<file path="config.mk">
export PLATFORM = sky130hd
export DESIGN_NAME = aes_round_ctrl
export DESIGN_NICKNAME = d
export VERILOG_FILES = /design/src/rtl/aes_round_ctrl.sv
export SDC_FILE = /design/constraint.sdc
export NUM_CORES = 1
export LEC_CHECK = 0
export BUFFER_PORTS_ARGS = -buffer_cell sky130_fd_sc_hd__buf_2
export CAP_MARGIN = 20
export CORE_AREA = 10 10 299 301
export CTS_CLUSTER_SIZE = 12
export DETAILED_ROUTE_END_ITERATION = 6
export DIE_AREA = 0 0 309 311
export PLACE_DENSITY = 0.32
export RECOVER_POWER = 100
export SLEW_MARGIN = 10
export SYNTH_ARGS = -nofsm -noshare
export SYNTH_HDL_FRONTEND = slang
export SYNTH_SLANG_ARGS = --single-unit
</file>
<file path="constraint.sdc">
create_clock -name clk -period 6.13 [get_ports clk]
set_clock_uncertainty 0.1 [all_clocks]
set_input_delay 0.9195 -clock clk [delete_from_list [all_inputs] [get_ports clk]]
set_output_delay 0.9195 -clock clk [all_outputs]
set_load 0.02 [all_outputs]
</file>
<file path="src/rtl/aes_round_ctrl.sv">
// aes_round_ctrl: sequencer for a single iterative AES-128 round datapath.
// Accepts a plaintext block, issues rounds 0..NUM_RND with round-key indices,
// feeds the registered round result back, and holds the ciphertext until taken.
// Optional feature macro: AES_RND_CTRL_ABORT_EN adds i_abort, which drops the
// block in flight and returns to IDLE.
module aes_round_ctrl #(
    parameter int unsigned RND_SIZE = 128,
    parameter int unsigned CNT_SIZE = 4,
    parameter int unsigned NUM_RND  = 10
) (
    input  logic                clk,
    input  logic                rst,
`ifdef AES_RND_CTRL_ABORT_EN
    input  logic                i_abort,
`endif
    input  logic                i_key_vld,
    input  logic                i_blk_vld,
    output logic                o_blk_rdy,
    input  logic [RND_SIZE-1:0] i_blk_text,
    output logic                o_cyp_vld,
    input  logic                i_cyp_rdy,
    output logic [RND_SIZE-1:0] o_cyp_text,
    output logic                o_rnd_en,
    output logic [CNT_SIZE-1:0] o_rnd_cnt,
    output logic [RND_SIZE-1:0] o_rnd_text,
    output logic [CNT_SIZE-1:0] o_key_idx,
    input  logic [RND_SIZE-1:0] i_rnd_key,
    output logic [RND_SIZE-1:0] o_rnd_key,
    input  logic [RND_SIZE-1:0] i_rnd_cypher,
    output logic                o_busy
);

    typedef enum logic [1:0] {
        ST_IDLE = 2'd0,
        ST_RUN  = 2'd1,
        ST_DONE = 2'd2
    } state_e;

    localparam logic [CNT_SIZE-1:0] RC_LAST = CNT_SIZE'(NUM_RND);
    localparam logic [CNT_SIZE-1:0] RC_ONE  = CNT_SIZE'(1);
    localparam logic [CNT_SIZE-1:0] RC_ZERO = CNT_SIZE'(0);

    state_e                state_q;
    state_e                state_d;
    logic [CNT_SIZE-1:0]   rc_q;
    logic [CNT_SIZE-1:0]   rc_d;

    logic                  abort_c;
    logic                  blk_rdy_c;
    logic                  accept_c;
    logic                  rnd_en_c;
    logic                  cyp_vld_c;
    logic [CNT_SIZE-1:0]   rnd_cnt_c;
    logic [RND_SIZE-1:0]   rnd_text_c;

    // Abort source: external pin when the feature is built in, otherwise tied off.
`ifdef AES_RND_CTRL_ABORT_EN
    assign abort_c = i_abort;
`else
    assign abort_c = 1'b0;
`endif

    // Ready only when idle or when the finished block is being drained this cycle.
    always_comb begin
        blk_rdy_c = i_key_vld & ~abort_c &
                    ((state_q == ST_IDLE) | ((state_q == ST_DONE) & i_cyp_rdy));
        accept_c  = i_blk_vld & blk_rdy_c;
    end

    // Next-state, round counter and datapath controls; abort overrides everything.
    always_comb begin
        state_d    = state_q;
        rc_d       = rc_q;
        rnd_en_c   = 1'b0;
        cyp_vld_c  = 1'b0;
        rnd_cnt_c  = rc_q;
        rnd_text_c = i_rnd_cypher;

        case (state_q)
            ST_IDLE: begin
                if (accept_c) begin
                    rnd_en_c   = 1'b1;
                    rnd_cnt_c  = RC_ZERO;
                    rnd_text_c = i_blk_text;
                    state_d    = ST_RUN;
                    rc_d       = RC_ONE;
                end
            end
            ST_RUN: begin
                rnd_en_c = 1'b1;
                if (rc_q == RC_LAST) begin
                    state_d = ST_DONE;
                    rc_d    = RC_ZERO;
                end else begin
                    rc_d = rc_q + RC_ONE;
                end
            end
            ST_DONE: begin
                cyp_vld_c = 1'b1;
                if (i_cyp_rdy) begin
                    if (accept_c) begin
                        rnd_en_c   = 1'b1;
                        rnd_cnt_c  = RC_ZERO;
                        rnd_text_c = i_blk_text;
                        state_d    = ST_RUN;
                        rc_d       = RC_ONE;
                    end else begin
                        state_d = ST_IDLE;
                        rc_d    = RC_ZERO;
                    end
                end
            end
            default: begin
                state_d = ST_IDLE;
                rc_d    = RC_ZERO;
            end
        endcase

        if (abort_c && (state_q != ST_IDLE)) begin
            state_d   = ST_IDLE;
            rc_d      = RC_ZERO;
            rnd_en_c  = 1'b0;
            cyp_vld_c = 1'b0;
        end
    end

    // State and round counter registers.
    always_ff @(posedge clk or posedge rst) begin
        if (rst) begin
            state_q <= ST_IDLE;
            rc_q    <= RC_ZERO;
        end else begin
            state_q <= state_d;
            rc_q    <= rc_d;
        end
    end

    // Output wiring; the key index always tracks the round index.
    assign o_blk_rdy  = blk_rdy_c;
    assign o_rnd_en   = rnd_en_c;
    assign o_rnd_cnt  = rnd_cnt_c;
    assign o_key_idx  = rnd_cnt_c;
    assign o_rnd_text = rnd_text_c;
    assign o_rnd_key  = i_rnd_key;
    assign o_cyp_vld  = cyp_vld_c;
    assign o_cyp_text = i_rnd_cypher;
    assign o_busy     = (state_q == ST_RUN) | (state_q == ST_DONE);

endmodule

</file>
==> results of run 1 <==
## cell type report
class	count	area share, %
diodes	3	0.1382
well taps	1080	24.87
multi-input cells	169	26.73
flip-flops and latches	6	2.763
clock buffers	3	1.382
repair buffers	533	43.63
inverters	7	0.4835
## final timing paths
check,start,end,slack [ns]
worst min register to register,state_q[1]$_DFFE_PP0P_,state_q[1]$_DFFE_PP0P_,0.47
worst min-delay path,state_q[1]$_DFFE_PP0P_,state_q[1]$_DFFE_PP0P_,0.47
max in group asynchronous,rst,rc_q[1]$_DFFE_PP0P_,5.19
min in group asynchronous,rst,rc_q[3]$_DFFE_PP0P_,0.53
worst max-delay path,i_blk_vld,o_rnd_text[116],1.35
worst max register to register,state_q[0]$_DFFE_PP0P_,rc_q[3]$_DFFE_PP0P_,4.22
## per-stage QoR
stage	hold slack, ns	utilization [%]	cells	worst slack (ns)	cell area [sq um]
after floorplan	0.4084	-	470	3.073	3782
after detailed placement	0.4661	6.831	1795	2.153	5689
after global routing	0.5022	6.518	1799	1.038	5429
final	0.4699	6.524	1801	1.345	5434
after global placement	0.4662	6.831	1795	2.146	5689
after CTS	0.4730	6.921	1798	2.143	5764
## flip-flops by register name, indices dropped and copies added, names as in the netlist
name / flops
rc_q: 4
state_q: 2
## critical path: cells and delay by family
family / cells / cell delay [ns]
buffers and inverters: 3 / 2.16
and+or+nand+nor: 2 / 0.30
AOI/OAI and AO/OA: 1 / 0.35
## layout by cell type (no fill, tap or decap), types with 2 or more instances in the layout
| cell | netlist | routed |
|---|---|---|
| sky130_fd_sc_hd__diode_2 | 0 | 3 |
| sky130_fd_sc_hd__o32ai_1 | 2 | 2 |
| sky130_fd_sc_hd__a21boi_0 | 1 | 2 |
| sky130_fd_sc_hd__o21ai_0 | 2 | 2 |
| sky130_fd_sc_hd__nand2_1 | 3 | 3 |
| sky130_fd_sc_hd__inv_1 | 7 | 7 |
| sky130_fd_sc_hd__clkbuf_1 | 2 | 261 |
| sky130_fd_sc_hd__dfrtp_1 | 6 | 6 |
| sky130_fd_sc_hd__o31ai_1 | 2 | 2 |
| sky130_fd_sc_hd__buf_2 | 14 | 270 |
| sky130_fd_sc_hd__a311oi_1 | 2 | 2 |
| sky130_fd_sc_hd__ha_1 | 6 | 6 |
| sky130_fd_sc_hd__a22o_1 | 128 | 128 |
| sky130_fd_sc_hd__clkbuf_16 | 0 | 3 |
| sky130_fd_sc_hd__nor2b_1 | 4 | 4 |
| sky130_fd_sc_hd__buf_12 | 0 | 2 |
| sky130_fd_sc_hd__a31oi_1 | 3 | 3 |
## cells in the mapped netlist (all sizes together), types with 2 or more instances
master,count
buf,286
a22o,128
inv,7
dfrtp,6
ha,6
nor2b,4
a31oi,3
nand2,3
a21boi,2
a311oi,2
clkbuf,2
mux2,2
nand3,2
nor2,2
o21ai,2
o31ai,2
o32ai,2
## routing by layer
metal	up-vias	share of wire [%]
met4	20	1.3
met5	-	0.36
met2	515	43
met3	56	13
met1	2085	43
li1	1928	-
## report_power, final
part	switching, uW	internal (uW)
logic	866	360
registers	17.5	54.3
clock network	19.2	83.4
total	902	497
## cells by family after synthesis
family / synth area share, %
buffers and inverters: 57.92
AO/OA/AOI/OAI: 33.18
flip-flops: 3.969
multiplexers: 0.6945
adder cells (fa/ha/maj): 1.985
AND/OR/NAND/NOR: 2.250
==> flow_metrics.env, run 1 <==
export IMPL_global_routing_usage_on_met2_pct=12.12
export IMPL_setup_worst_path_end_class="primary output"
export IMPL_clock_tree_htree_level_count=1
export IMPL_maxCapViolCount=1
export IMPL_routabilityCongestion=0.8524
export IMPL_synth_top_cell_by_area="sky130_fd_sc_hd__buf_4"
export IMPL_drcViolationCount=0
export IMPL_async_reset_ff_share_pct=100.0
export IMPL_critical_path_slowest_cell="sky130_fd_sc_hd__clkbuf_1"
export IMPL_min_path_cells=1
export IMPL_synth_ff_latch_count=6
export IMPL_finalSetupTns_ns=0
export IMPL_final_max_slew_violation_count=36
export IMPL_first_global_vias=5030
export IMPL_n_fill_cell=9956
export IMPL_sink_count_of_the_clock_tree=6
export IMPL_worst_hold_path_type="reg -> reg"
export IMPL_route_detailed_wl_per_inst_microns=22.88
export IMPL_drt_first_pass_iters=4
export IMPL_num_vias=4604
export IMPL_io_pin_count=785
export IMPL_cts_tree="done"
export IMPL_nNetsFinal=1115
export IMPL_detail_route_wirelength_mm=41.20
export IMPL_reg2reg_depth=5
export IMPL_crit_chain="clkbuf_1 > nand2_1 > nor2_4 > clkbuf_1 > a22o_1 > clkbuf_1"
export IMPL_max_stage_delay_ns=1.51
export IMPL_irDropWorstVdd_mv=0.08891
export IMPL_timing_fmax_mhz=209.0
export IMPL_multi_input_combinational_cell_area_sq_mm=0.001453
export IMPL_initial_utilization_pct=4.541
export IMPL_total_count_of_hold_check_failures_in_the_final_report=0
export IMPL_layout_area_seq_sq_um=150.1
export IMPL_grt_max_degree=95
export IMPL_synth_seq_area_share_pct=3.970
export IMPL_synthFlopType="sky130_fd_sc_hd__dfrtp_1"
export IMPL_clk_latency_ns=0.22
export IMPL_total_power_divided_by_cell_area_mw_per_mm2=257.6
export IMPL_post_cts_resize_count=0
export IMPL_wire_length_of_the_first_global_routing_pass_mm=50.43
export IMPL_yosys_warnings=0
export IMPL_synth_avg_cell_area_sq_um=8.048
export IMPL_die_x_microns=309
export IMPL_die_h_microns=311
export IMPL_cts_buffers=3
export IMPL_synth_enable_flop_cells=0
export IMPL_critPathRequiredTime_ns=5.11
export IMPL_violations="capacitance limit, slew limit"
export IMPL_timing_final_crit_period_ns=4.785
export IMPL_outcome="complete, but fails checks"
export IMPL_tightestPinTransition_ns=2.120
export IMPL_cp_data_arrival_time_ns=3.77
export IMPL_yosys_cell_types_count=31
export IMPL_worst_setup_sp_type="input pin"
export IMPL_detailed_place_hpwl_mm=37.95
export IMPL_grt_antenna_before_repair=28
export IMPL_period_share_pct=78.05
export IMPL_rsz0062_at_grt="no"
export IMPL_mappedNetlistArea_sq_mm=0.003782
export IMPL_vias_per_cell=2.556
export IMPL_layout_drive_gt1_share_pct=38.86
export IMPL_synthTopCellsByArea="sky130_fd_sc_hd__buf_4, sky130_fd_sc_hd__a22o_1, sky130_fd_sc_hd__dfrtp_1"
export IMPL_placeableCoreArea_sq_mm=0.08329
export IMPL_synthesis_nets=865
export IMPL_cp_common_cell="sky130_fd_sc_hd__clkbuf_1"
export IMPL_post_cts_setup_buffer_count=0
export IMPL_globalRoute_totalOverflow=0
export IMPL_crit_fanout=35
export IMPL_clockBufferDepth=2
export IMPL_drtAntennaViolNets=0
export IMPL_cts_root_buffer="sky130_fd_sc_hd__clkbuf_16"
export IMPL_post_synth_inst_count=470
export IMPL_worst_setup_path_type="in -> out"
export IMPL_highest_utilization_routing_layer_at_the_global_route_stage="met2"
export IMPL_dieArea_sq_mm=0.09610
export IMPL_total_power_uw=1400
export IMPL_postCtsHoldBufs=0
export IMPL_grt_met1_use_pct=9.956
export IMPL_cts_clk_slew_worst_paths_ns=0.03
export IMPL_gr_usage_all_layers_pct=7.794
export IMPL_synth_top_area_share_pct=51.60
export IMPL_power_leakage_uw=0.002072
export IMPL_slew_headroom_pct=-41.33
export IMPL_finalSetupViolCount=0
export IMPL_iter_0_drt_violations=213
export IMPL_numPortBuffers=528
export IMPL_areaGrowthSynthToFinish_pct=43.67
export IMPL_groute_layer_met3_usage_pct=3.548
export IMPL_floorplan_rows=106
Note: power is estimated with default switching activity, not from simulation.
==> run 2, diff against run 1 <==
CORE_AREA = 10 10 301 303   (was 10 10 299 301)
DIE_AREA = 0 0 311 313   (was 0 0 309 311)
clock period = 4.6 ns   (was 6.13 ns; I/O delays follow)
==> flow_metrics.env, run 2 (synthesis results as in run 1) <==
export IMPL_outcome="finished clean"
export IMPL_reg2reg_depth=5
export IMPL_detailed_place_hpwl_mm=38.87
export IMPL_worst_hold_path_type="in -> async"
export IMPL_grt_max_degree=74
export IMPL_vias_per_cell=2.547
export IMPL_finalSetupTns_ns=0
export IMPL_cts_tree="done"
export IMPL_die_x_microns=311
export IMPL_floorplan_rows=107
export IMPL_die_h_microns=313
export IMPL_timing_fmax_mhz=248.9
export IMPL_dieArea_sq_mm=0.09734
export IMPL_clk_latency_ns=0.23
export IMPL_post_cts_setup_buffer_count=0
export IMPL_period_share_pct=87.35
export IMPL_gr_usage_all_layers_pct=8.031
export IMPL_initial_utilization_pct=4.470
export IMPL_nNetsFinal=1117
export IMPL_first_global_vias=5081
export IMPL_non_filler_instance_count_after_layout=1871
export IMPL_wire_length_of_the_first_global_routing_pass_mm=52.88
export IMPL_worst_setup_sp_type="flop"
export IMPL_drcViolationCount=0
export IMPL_crit_fanout=42
export IMPL_tightestPinTransition_ns=1.500
export IMPL_globalRoute_totalOverflow=0
export IMPL_areaGrowthSynthToFinish_pct=47.01
export IMPL_r2r_end="rc_q[3]$_DFFE_PP0P_"
export IMPL_routabilityCongestion=0.7891
export IMPL_post_cts_resize_count=0
export IMPL_cts_clk_slew_worst_paths_ns=0.04
export IMPL_power_leakage_uw=0.002139
export IMPL_regToRegSetupSlack_ns=2.61
export IMPL_grt_antenna_before_repair=33
export IMPL_final_core_utilization_pct=6.572
export IMPL_total_count_of_hold_check_failures_in_the_final_report=0
export IMPL_placeableCoreArea_sq_mm=0.08461
export IMPL_detail_route_wirelength_mm=42.31
export IMPL_worst_setup_path_type="reg -> out"
export IMPL_reg_top3="rc_q x4, state_q x2"
export IMPL_io_pin_count=785
export IMPL_most_common_layout_cells="sky130_fd_sc_hd__buf_2, sky130_fd_sc_hd__clkbuf_1, sky130_fd_sc_hd__a22o_1, sky130_fd_sc_hd__inv_1"
export IMPL_critical_path_reg2reg_startpoint="state_q[1]$_DFFE_PP0P_"
export IMPL_rsz0062_at_grt="no"
export IMPL_finalSetupViolCount=0
export IMPL_cts_root_buffer="sky130_fd_sc_hd__clkbuf_16"
export IMPL_clockBufferDepth=2
export IMPL_sink_count_of_the_clock_tree=6
export IMPL_drtAntennaViolNets=0
export IMPL_timing_final_crit_period_ns=4.018
export IMPL_iter_0_drt_violations=318
export IMPL_total_power_divided_by_cell_area_mw_per_mm2=333.1
export IMPL_numPortBuffers=528
export IMPL_placed_cells_incl_taps=1861
export IMPL_num_vias=4765
export IMPL_route_detailed_wl_per_inst_microns=22.61
export IMPL_clock_tree_htree_level_count=1
export IMPL_drt_first_pass_iters=4
export IMPL_irDropWorstVdd_mv=0.1974
export IMPL_cp_data_arrival_time_ns=3.23
export IMPL_slew_headroom_pct=0.03222
export IMPL_max_flop_register="rc_q"
export IMPL_cts_buffers=3
export IMPL_critPathRequiredTime_ns=3.81
export IMPL_postCtsHoldBufs=0
export IMPL_maxCapViolCount=0
export IMPL_layout_drive_gt1_share_pct=41.94
export IMPL_layout_cells_most_common="sky130_fd_sc_hd__buf_2"
export IMPL_largest_reg_flops=4
export IMPL_worstSetupStartpoint="state_q[0]$_DFFE_PP0P_"
export IMPL_final_max_slew_violation_count=0
export IMPL_n_fill_cell=10180
export IMPL_setup_worst_path_end_class="primary output"
==> run 2: cell count changes in the layout (fill, tap and decap cells not counted), sizes merged <==
cell    previous run  this run
buf              272       293
diode              3         7
clkbuf           264       245
==> run 2: routing by layer <==
metal / global-route usage [%] / part of all wire, % / vias up / wire (microns)
met3: 5.265 / 15 / 60 / 6381
met1: 9.651 / 41 / 2203 / 17310
li1: - / - / 1940 / -
met4: 1.213 / 1.3 / 34 / 546
met5: 0 / 0.53 / - / 223
met2: 12.01 / 42 / 528 / 17850
==> run 2: how the worst max path moves through the flow <==
stage               slack, ns  cells after the start         endpoint
finish                   0.58                      7   o_rnd_text[15]
global route             0.33                      7  o_rnd_text[126]
CTS                      0.77                      7  o_rnd_text[112]
detailed placement       1.01                      6  o_rnd_text[112]
global placement         1.04                      6  o_rnd_text[112]
floorplan                1.81                      8     o_rnd_cnt[1]
==> run 2: metrics by stage <==
step	hold slack (ns)	setup slack [ns]	power, uW	cell area, sq um
after floorplan	0.3810	1.806	1320	3782
after global placement	0.4689	1.044	1848	5797
after detailed placement	0.4589	1.009	1836	5797
after CTS	0.3023	0.7743	1994	5872
after global routing	0.3108	0.3336	1980	5543
final	0.2839	0.5817	1852	5560
==> run 2: power breakdown <==
group          switching (uW)  internal, uW  total, uW
combinational            1120           492       1610
sequential               24.1          72.3       96.5
clock                    33.4           112        145
total                    1180           676       1850
==> run 2: area by class of cell <==
class                      count  area [sq um]  area share, %
sequential                     6         150.1          2.700
inverter                       7         26.28         0.4725
multi-input combinational    169          1453          26.13
clock buffer                   3         75.07          1.350
antenna                        7         17.52         0.3150
tap                         1144          1431          25.74
timing repair buffer         535          2407          43.29
==> run 2: worst max-delay path, stage by stage, from the launching register on <==
cell and delay, ns:
sky130_fd_sc_hd__dfrtp_1 0.40, sky130_fd_sc_hd__inv_1 0.09, sky130_fd_sc_hd__ha_1 0.24, sky130_fd_sc_hd__mux2_1 0.43
sky130_fd_sc_hd__nand3_4 0.61, sky130_fd_sc_hd__clkbuf_2 0.65, sky130_fd_sc_hd__a22o_1 0.26, sky130_fd_sc_hd__clkbuf_1 0.29
